<file path="src/rtl/multiplexor_display_bcd_pkg.sv">
// Shared constants and helpers for the BCD display multiplexer.
// The segment decoder keeps its own segment constants; only digit-level codes live here.
package multiplexor_display_bcd_pkg;

  localparam logic [3:0] ANODOS_APAGADOS = 4'b1111;
  localparam logic [3:0] BCD_BLANCO      = 4'hF;
  localparam int         NUM_DIGITOS     = 4;

  // A digit is a leading zero when it and every more significant digit are 4'h0.
  // Digit 0 is never a leading zero, so "0" still shows. Codes A-F count as nonzero.
  function automatic logic es_cero_izquierda(input logic [15:0] digitos,
                                             input logic [1:0]  indice);
    logic todo_cero;
    todo_cero = (indice != 2'd0);
    for (int j = 0; j < NUM_DIGITOS; j++) begin
      if ((j >= int'(indice)) && (digitos[4*j +: 4] != 4'h0)) todo_cero = 1'b0;
    end
    return todo_cero;
  endfunction

endpackage

</file>
<file path="src/rtl/divisor_tick.sv">
// Free-running prescaler with enable and synchronous clear.
// Counts 0..CICLOS-1 and flags the terminal count combinationally so the owner can act on the same edge.
module divisor_tick #(
  parameter int CICLOS = 50000,
  parameter int ANCHO  = $clog2(CICLOS)
) (
  input  logic             clk,
  input  logic             rst_n,
  input  logic             en,
  input  logic             clr,
  output logic [ANCHO-1:0] cuenta,
  output logic             tick
);

  localparam logic [ANCHO-1:0] FIN = ANCHO'(CICLOS - 1);

  assign tick = en && !clr && (cuenta == FIN);

  // NOTE: sequential state is only ever assigned with <= so every flop samples pre-edge values.
  always_ff @(posedge clk or negedge rst_n) begin
    if (!rst_n) begin
      cuenta <= '0;
    end else if (clr) begin
      cuenta <= '0;
    end else if (en) begin
      cuenta <= tick ? '0 : cuenta + 1'b1;
    end
  end

endmodule

</file>
<file path="src/rtl/multiplexor_display_bcd.sv">
// Scans four captured BCD digits onto the decoder input, driving active-low
// common-anode enables one slot at a time with an anti-ghosting guard per slot.
module multiplexor_display_bcd
  import multiplexor_display_bcd_pkg::*;
#(
  parameter int CICLOS_DIGITO  = 50000,
  parameter int CICLOS_APAGADO = 500
) (
  input  logic        Clk,
  input  logic        Rst_n,
  input  logic        Carga,
  input  logic [15:0] Digitos,
  input  logic        SupresionCeros,
  input  logic        Habilitar,
  output logic [3:0]  Binario,
  output logic [3:0]  Anodos,
  output logic        FinBarrido
);

  localparam int ANCHO = $clog2(CICLOS_DIGITO);

  logic [ANCHO-1:0] prescaler;
  logic             tick;
  logic [1:0]       indice;
  logic [15:0]      digitos_reg;
  logic             wrap_q;
  logic             guarda;
  logic             blanco;
  logic [3:0]       digito_actual;

  // Disabling clears the prescaler, so re-enabling restarts the held digit with a full slot.
  divisor_tick #(
    .CICLOS(CICLOS_DIGITO),
    .ANCHO (ANCHO)
  ) u_divisor_tick (
    .clk   (Clk),
    .rst_n (Rst_n),
    .en    (Habilitar),
    .clr   (!Habilitar),
    .cuenta(prescaler),
    .tick  (tick)
  );

  always_ff @(posedge Clk or negedge Rst_n) begin
    if (!Rst_n) begin
      digitos_reg <= 16'h0;
      indice      <= 2'd0;
      wrap_q      <= 1'b0;
    end else begin
      if (Carga) digitos_reg <= Digitos;
      if (tick)  indice      <= indice + 2'd1;
      wrap_q <= tick && (indice == 2'd3);
    end
  end

  // NOTE: every always_comb output gets a default first so no path can infer a latch.
  always_comb begin
    guarda        = 1'b0;
    blanco        = 1'b0;
    digito_actual = digitos_reg[{indice, 2'b00} +: 4];
    guarda        = int'(prescaler) < CICLOS_APAGADO;
    blanco        = SupresionCeros && es_cero_izquierda(digitos_reg, indice);
  end

  always_ff @(posedge Clk or negedge Rst_n) begin
    if (!Rst_n) begin
      Anodos     <= ANODOS_APAGADOS;
      Binario    <= BCD_BLANCO;
      FinBarrido <= 1'b0;
    end else begin
      if (!Habilitar || guarda || blanco) begin
        Anodos  <= ANODOS_APAGADOS;
        Binario <= BCD_BLANCO;
      end else begin
        Anodos  <= ~(4'b0001 << indice);
        Binario <= digito_actual;
      end
      FinBarrido <= Habilitar && wrap_q;
    end
  end

endmodule

</file>
<file path="config.mk">
export PLATFORM = sky130hd
export DESIGN_NAME = multiplexor_display_bcd
export DESIGN_NICKNAME = d
export VERILOG_FILES = /design/src/rtl/multiplexor_display_bcd_pkg.sv /design/src/rtl/divisor_tick.sv /design/src/rtl/multiplexor_display_bcd.sv
export SDC_FILE = /design/constraint.sdc
export NUM_CORES = 1
export LEC_CHECK = 0
export BUFFER_PORTS_ARGS = -buffer_cell sky130_fd_sc_hd__buf_2
export CAP_MARGIN = 20
export CORE_UTILIZATION = 30
export CTS_CLUSTER_DIAMETER = 120
export DETAILED_ROUTE_END_ITERATION = 7
export GPL_TIMING_DRIVEN = 0
export SLEW_MARGIN = 10
export SYNTH_ARGS = -nofsm -noshare
export SYNTH_HDL_FRONTEND = slang
export SYNTH_SLANG_ARGS = --single-unit
export TNS_END_PERCENT = 10
</file>
<file path="constraint.sdc">
create_clock -name Clk -period 2.25 [get_ports Clk]
set_clock_uncertainty 0.2 [all_clocks]
set_input_delay 0.45 -clock Clk [delete_from_list [all_inputs] [get_ports Clk]]
set_output_delay 0.45 -clock Clk [all_outputs]
set_load 0.005 [all_outputs]
</file>
# Word-level counts from Yosys, hierarchy flattened
# Index checks and enable logic that the tools add are counted.
[op_classes]
n_shift = 2
n_eq_ne = 2
n_lt_le_gt_ge = 4
bitwise = 1
n_reduce_logical = 15
addsub = 2
muxes = 8
[op_table]
columns = ["op", "n"]
rows = [
  ["16-bit two-way mux", 2],
  ["16-bit by 1-bit adder with 16-bit output (second input constant)", 1],
  ["16-bit == test (second input constant)", 1],
  ["16-bit by 9-bit less-than comparator with 1-bit output (second input constant)", 1],
  ["4-bit nonzero test", 4],
  ["16-bit by 5-bit variable part select with 4-bit output", 1],
  ["4-bit two-way mux", 2],
  ["1-bit logical AND", 7],
  ["1-bit by 2-bit >= comparator with 1-bit output (first input constant)", 2],
  ["1-bit two-way mux", 4],
  ["4-bit inverter", 1],
  ["1-bit by 2-bit << shifter with 4-bit output (first input constant)", 1],
  ["2-bit by 1-bit adder with 2-bit output (second input constant)", 1],
  ["2-bit == test (second input constant)", 1],
  ["2-bit >= comparator (first input constant)", 1],
  ["1-bit logical OR", 2],
  ["2-bit nonzero test", 1],
  ["1-bit zero test", 1],
]
[word_totals]
word_cells = 41
in_bits = 21
regBits = 44

# Longest topological paths before layout
# Gate-level depths: netlist of the first run.
[logic_depth]
word_depth = 9
ltp_mapped = 7
depth_no_buf = 6

# By module
# Synthesis of the first run repeated with hierarchy kept, for this count alone.
[unflattened]
cells_unflattened = 191
hier_area_um2 = 2277.2
[by_module_without_submodules]
columns = ["mod", "cells_each", "area_each_um2", "instances"]
rows = [
  ["multiplexor_display_bcd", 83, 1290.0, 1],
  ["divisor_tick", 108, 987.2, 1],
]

# Worst setup path before layout of the first run
# Ideal clock, no wire load.
[synth_path]
path_kind = "register to register"
start = "reg u_divisor_tick.cuenta[12]"
end = "reg indice[1]"
n_path_buf = 0
period_less_slack_ps = 2016
t_required_ps = 1925
stages_incl_launch_ff = 5
setup_slack_ps = 234
arrival_ps = 1691
path_cell_list = "dfrtp_1 > or4_4 > nor4_4 > nand3_2 > mux2_4"
[synth_between]
elab_chain_len = 2
[synth_lines]
columns = ["item", "line", "rtl"]
rows = [
  ["start, declared", "divisor_tick.sv:11", "output logic [ANCHO-1:0] cuenta,"],
  ["start signal, assigned", "divisor_tick.sv:26", "cuenta <= tick ? '0 : cuenta + 1'b1;"],
  ["16-bit == test", "divisor_tick.sv:17", "assign tick = en && !clr && (cuenta == FIN);"],
  ["1-bit logical AND", "divisor_tick.sv:17", ""],
  ["end signal, assigned", "multiplexor_display_bcd.sv:51", "if (tick) indice <= indice + 2'd1;"],
  ["end, declared", "multiplexor_display_bcd.sv:24", "logic [1:0] indice;"],
]
# Every way passes these cells.
# A chain may end at the register's enable or synchronous reset.

# Worst setup path in the final report of the first run
# Ends and elaborated chain as after synthesis.

==> results.toml, run 1 <==
[run_status]
outcome = "finished clean"

[clocking]
clock-root-buffer = "clkbuf_8"
hold_buffers = 0
ctsHtreeMaxLevel = 2
clock_latency_ns = 0.30
cts_tree = "yes"
clock-sinks = 44
clockBufferDepth = 2
clk_pin_slew_worst_paths_ns = 0.09
post_cts_buffers = 0
numCtsBuffers = 5

[hold_path]
hold_path.class = "input port to asynchronous set/reset pin"

[pwr]
intPower_uw = 1220
power.total_uw = 1570
pwr-share-comb_pct = 6.7
p_leak_uw = 0.000998
peakVddDrop_mv = 0.209
power.switching_uw = 355
p_clk_share_pct = 39.3
seqPwrFrac_pct = 54.0
p_sw_share_pct = 22.6
power.density_nw_per_um2 = 648

[logic_synthesis]
ys_seq_area_share_pct = 53.7
synth_top_cell_area_share_pct = 43.6
synth_cells = 166
syn-cell-area_um2 = 2070
synth_edf_count = 0
ys_warn_count = 0
mappedNetlistNets = 193
synth_ff_type = "dfrtp_1"
avgSynthCellArea_um2 = 12.5
yosysUniqueCellTypes = 34
ys_ff_latch = 44
ys_async_sr_fraction_pct = 100
synth_top_area_cell = "dfrtp_1"
ys_top_cells_by_area = "dfrtp_1 44%, dfstp_2 10%, mux2_2 8.7%, xnor2_1 4.7%, mux4_2 4.4%"

[setup_path]
required_ns = 2.24
cp-start-kind = "flip-flop"
r2r_slack_ns = 0.08
cp_slowest_cell = "or4_4"
cp_slowest_stage_delay_ns = 0.59
path_delay_family = "simple AND/OR/NAND/NOR gates"
path_buf_inv = 0
worstPathArrival_ns = 2.16
critPathMaxFanout = 4
end_kind = "flip-flop"
path_class = "flip-flop to flip-flop"
path_cells = "or4_4 > nor4_4 > nand3_2 > mux2_4"

[grt]
grt_pass1_vias = 1373
antenna_found_initial = 0
grt_first_pass_wirelength_um = 7020
gr-total-overflow = 0
grt_max_degree = 45
grt_util_all_layers_pct = 12.6

[placed_design]
pre_cts_ws_ns = -0.0542
hpwl_um = 2890
port_buffers = 28
place_congestion = 0.745

[timing]
fmax_mhz = 460
hold_violations = 0
finalMaxSlewViolations = 0
worstMarginPinSlew_ns = 0.938
fin_crit_sh_pct = 96.6
fin_crit_ns = 2.17
slew_headroom_pct = 37.5
setup_viol = 0
setup_ws_ns = 0.0762

[floorplanning]
core_um2 = 6490
io_pins = 30
fp.dieArea_um2 = 7230
num_rows = 29
dieHeight_um = 85.0
initial_core_util_pct = 31.8
die_x_um = 85.0

[route]
drt-vias-per-instance = 4.97
firstDrtPassIters = 4
route.vias.total = 1383
drt_iter0_markers = 69
drcViolationCount = 0
wirelength_um = 4020
ant_nets = 0
post_drt_wl_per_cell_um = 14.5

[final_layout]
nets = 227
layout_commonest_cell = "dfrtp_1"
syn_to_final_growth_pct = 17.3
drive_gt1_share_pct = 35.3
layout_common_cells = "35 x dfrtp_1, 28 x buf_2, 16 x nor2_1, 16 x mux2_2, 11 x xnor2_1"
fillers = 639
antennaDiodeCount = 0

[run]
max_cap_violations = 0
[per-stage QoR]
stage | hold WS, ns | utilization, % | std cells | instance area, um^2 | TNS [ns]
finish | 0.0863 | 37.4 | 278 | 2430 | 0
global route | 0.166 | 37.4 | 278 | 2430 | -0.0174
CTS | 0.126 | 37.2 | 278 | 2420 | 0
detailed placement | 0.244 | 35.5 | 271 | 2300 | -0.343
global placement | 0.236 | 35.5 | 271 | 2300 | -0.00331
floorplan | -0.0456 | - | 166 | 2070 | 0
[area by class of cell]
| cell class | instances | area [um^2] | share of cell area [%] |
|---|---|---|---|
| inverter | 4 | 15.0 | 0.619 |
| tap | 77 | 96.3 | 3.97 |
| buffer | 5 | 26.3 | 1.08 |
| multi-input combinational | 112 | 921 | 38.0 |
| clock inverter | 3 | 46.3 | 1.91 |
| clock buffer | 5 | 68.8 | 2.84 |
| sequential | 44 | 1110 | 45.8 |
| timing repair buffer | 28 | 140 | 5.78 |
[Yosys cell counts, drive strengths merged (2+ instances only)]
| cell type | count |
|---|---|
| nor2b | 3 |
| nand2 | 9 |
| mux2 | 17 |
| and4 | 3 |
| xor2 | 4 |
| inv | 4 |
| clkbuf | 5 |
| nand4 | 6 |
| nor3 | 2 |
| mux4 | 4 |
| nor4 | 7 |
| nand3 | 5 |
| nor2 | 16 |
| nor4b | 3 |
| nand2b | 5 |
| xnor2 | 11 |
| dfstp | 8 |
| ha | 6 |
| dfrtp | 36 |
[timing repair]
| action | CTS | global route |
|---|---|---|
| setup endpoints to repair | 8 | 18 |
| cloned | 0 | 0 |
| gates resized for setup | 0 | 2 |
[worst paths after layout]
path | startpoint | endpoint | cells past startpoint
setup / recovery | u_divisor_tick.cuenta[12] | indice[1] | 4
hold / removal | Rst_n | u_divisor_tick.cuenta[13] | 1
setup reg to reg | u_divisor_tick.cuenta[12] | indice[1] | 4
hold reg to reg | wrap_q | FinBarrido | 1
max in group asynchronous | Rst_n | indice[1] | 1
min in group Clk | Digitos[9] | digitos_reg[9] | 2
[per-layer routing]
| metal | global-route usage, % | share of wire [%] | vias to the layer above |
|---|---|---|---|
| li1 | - | - | 665 |
| met1 | 17.7 | 50 | 682 |
| met2 | 18.3 | 44 | 29 |
| met3 | 3.11 | 4.5 | 7 |
| met4 | 6.01 | 2.1 | 0 |
| met5 | 0 | 0 | - |
[power by group through the flow]
stage / clock network [uW] / registers, uW / logic, uW
3_5_place_dp: 0 / 864 / 106
3_3_place_gp: 0 / 863 / 105
2_1_floorplan: 0 / 855 / 62.8
4_1_cts: 636 / 849 / 107
6_report: 618 / 849 / 105
5_1_grt: 670 / 855 / 118
[cell families (layout without fill, tap and decap cells)]
family          count (synthesis)  count (layout)  synth area share [%]
compound gates                  5               5                  2.00
xor+xnor                       15              15                  6.35
fa+ha+maj                       6               6                  3.63
mux                            21              21                  13.8
buf+inv                        10              45                  2.18
flops                          44              44                  53.7
simple gates                   65              65                  18.3
No activity file was read; power rests on OpenSTA's default activity.
==> run 2: changes to the inputs <==
--- a/config.mk
+++ b/config.mk
@@ -5,6 +5,7 @@
 export SDC_FILE = /design/constraint.sdc
 export NUM_CORES = 1
 export LEC_CHECK = 0
+export ABC_AREA = 1
 export BUFFER_PORTS_ARGS = -buffer_cell sky130_fd_sc_hd__buf_2
 export CAP_MARGIN = 20
 export CORE_UTILIZATION = 30
==> results.toml, run 2 <==
[pwr]
power.total_uw = 1440
power.switching_uw = 358
intPower_uw = 1080
pwr-share-comb_pct = 7.7
p_sw_share_pct = 24.9
p_leak_uw = 0.00120
peakVddDrop_mv = 0.217
seqPwrFrac_pct = 58.4
power.density_nw_per_um2 = 565
p_clk_share_pct = 34.0

[logic_synthesis]
synth_top_cell_area_share_pct = 40.8
avgSynthCellArea_um2 = 8.52
ys_seq_area_share_pct = 50.3
synthXorXnorAreaFrac_pct = 3.17
synth.top_cells.by_count = "46 x nand2_1, 36 x dfrtp_1, 33 x nor2_1"
synth.area.mux_share_pct = 1.53
synth_ff_type = "dfrtp_1"
ys_warn_count = 0
synth_compound_area_share_pct = 8.28
ys_async_sr_fraction_pct = 100
synth-adder-area-share_pct = 3.40
yosysMostFrequentCell = "nand2_1"
syn-cell-area_um2 = 2210
ys_ff_latch = 44
synth_top_family_by_area = "simple AND/OR/NAND/NOR gates"
mappedNetlistNets = 286
synth_top_area_cell = "dfrtp_1"
synth_cells = 259
synth_simple_gate_area_share_pct = 26.0
yosysUniqueCellTypes = 30
synth_edf_count = 0
ys_top_cells_by_area = "dfrtp_1 41%, dfstp_2 9.5%, nand2_1 7.8%, nor2_1 5.6%, inv_1 5.3%"

[clocking]
clock-root-buffer = "clkbuf_8"
clock-sinks = 44
clock_latency_ns = 0.30
numCtsBuffers = 5
ctsHtreeMaxLevel = 2
clockBufferDepth = 2
hold_buffers = 0
clk_pin_slew_worst_paths_ns = 0.09
cts_tree = "yes"

[timing]
fin_crit_sh_pct = 88.3
setup_ws_ns = 0.264
worstMarginPinSlew_ns = 0.953
rsz0062_at_grt = "no"
fin_crit_ns = 1.99
slew_headroom_pct = 36.5
fmax_mhz = 504
setup_viol = 0
hold_violations = 0
tns_ns = 0
whs_ns = 0.0961
finalMaxSlewViolations = 0

[floorplanning]
num_rows = 30
initial_core_util_pct = 31.8
fp.dieArea_um2 = 7700
die_x_um = 87.8
core_um2 = 6940
dieHeight_um = 87.8
io_pins = 30

[placed_design]
port_buffers = 27
hpwl_um = 3260
pre_cts_ws_ns = 0.149
place_congestion = 0.829

[run_status]
outcome = "finished clean"

[final_layout]
drive_gt1_share_pct = 21.8
antennaDiodeCount = 0
layout_common_cells = "46 x nand2_1, 36 x dfrtp_1, 33 x nor2_1"
syn_to_final_growth_pct = 15.2
fillers = 719
layout_commonest_cell = "nand2_1"
nets = 319

[hold_path]
hold_path.class = "input port to asynchronous set/reset pin"

[setup_path]
critPathMaxFanout = 10
r2r_slack_ns = 0.26
required_ns = 2.28
r2r_start = "indice[0]"
cp-endpoint = "Binario[1]"
path_class = "flip-flop to flip-flop"
r2r-end = "Binario[1]"
end_kind = "flip-flop"
cp-start-kind = "flip-flop"
r2r_cells = 8
worstPathArrival_ns = 2.01
startpoint = "indice[0]"

[grt]
grt_first_pass_wirelength_um = 7530
gr-total-overflow = 0
grt_util_all_layers_pct = 12.6
antenna_found_initial = 0
grt_pass1_vias = 1649
grt_max_degree = 45

[route]
firstDrtPassIters = 5
wirelength_um = 4360
post_drt_wl_per_cell_um = 11.2
drt-vias-per-instance = 4.50
drt_iter0_markers = 80
route.vias.total = 1750
drcViolationCount = 0
ant_nets = 0

[run]
max_cap_violations = 0
-- run 2: changes by cell type in the layout (fill, tap and decap cells not counted), sizes merged, moves of 11 or more --
cell   change
inv       +29
mux2      -14
nand2     +43
nand3     +11
nor2      +21
o21ai     +22
-- run 2: area by class of cell --
cell class	instances	area, um^2	share of cell area, %
clock buffers	6	72.6	2.85
multi-input cells	174	936	36.8
plain buffers	6	28.8	1.13
well taps	96	120	4.72
flip-flops and latches	44	1110	43.7
inverters	34	128	5.02
repair buffers	27	135	5.31
clock inverters	2	12.5	0.492
-- run 2: worst min path at each step --
stage | start | end | slack (ns) | cells past startpoint
after floorplan | Rst_n | FinBarrido | -0.05 | 0
after global placement | wrap_q | FinBarrido | 0.22 | 2
after detailed placement | wrap_q | FinBarrido | 0.22 | 2
after CTS | Rst_n | u_divisor_tick.cuenta[0] | 0.14 | 1
after global routing | Digitos[7] | digitos_reg[7] | 0.16 | 3
final | Rst_n | digitos_reg[5] | 0.1 | 1
-- run 2: power groups by stage --
stage	clock (uW)	sequential, uW	combinational [uW]
floorplan	0	849	63.9
global placement	0	853	111
detailed placement	0	854	113
CTS	502	839	114
global route	535	843	130
finish	488	839	111
-- run 2: kinds of logic after synthesis --
kind of cell	after synthesis
XOR/XNOR	8
flip-flops	44
AO/OA/AOI/OAI	35
buffers and inverters	41
AND/OR/NAND/NOR	122
adder cells (fa/ha/maj)	6
multiplexers	3
-- run 2: critical path: stages, from the launching register on --
cell     delay, ns
dfrtp_1       0.52
buf_2         0.25
inv_1         0.12
ha_1          0.21
nor2_1        0.10
nand3_1       0.07
nor2_1        0.15
nand3_2       0.17
nand4_1       0.13
-- run 2: per-layer routing --
metal	wire (um)	vias to the layer above	track usage, %
li1	-	897	-
met1	2080	817	16.4
met2	2040	31	20.3
met3	171	5	3.20
met4	64	0	4.47
met5	0	-	0
-- run 2: metrics by stage --
step           util, %  area (um^2)  cells
2_1_floorplan        -         2210    259
3_3_place_gp      35.5         2460    382
3_5_place_dp      35.5         2460    382
4_1_cts           36.7         2550    390
5_1_grt           36.6         2540    389
6_report          36.6         2540    389
-- run 2: timing repair --
action | CTS | global route
gates resized for setup | 0 | 0
setup buffers | 0 | 0
endpoints found under the setup margin | 0 | 8
hold endpoints to repair | 0 | 0
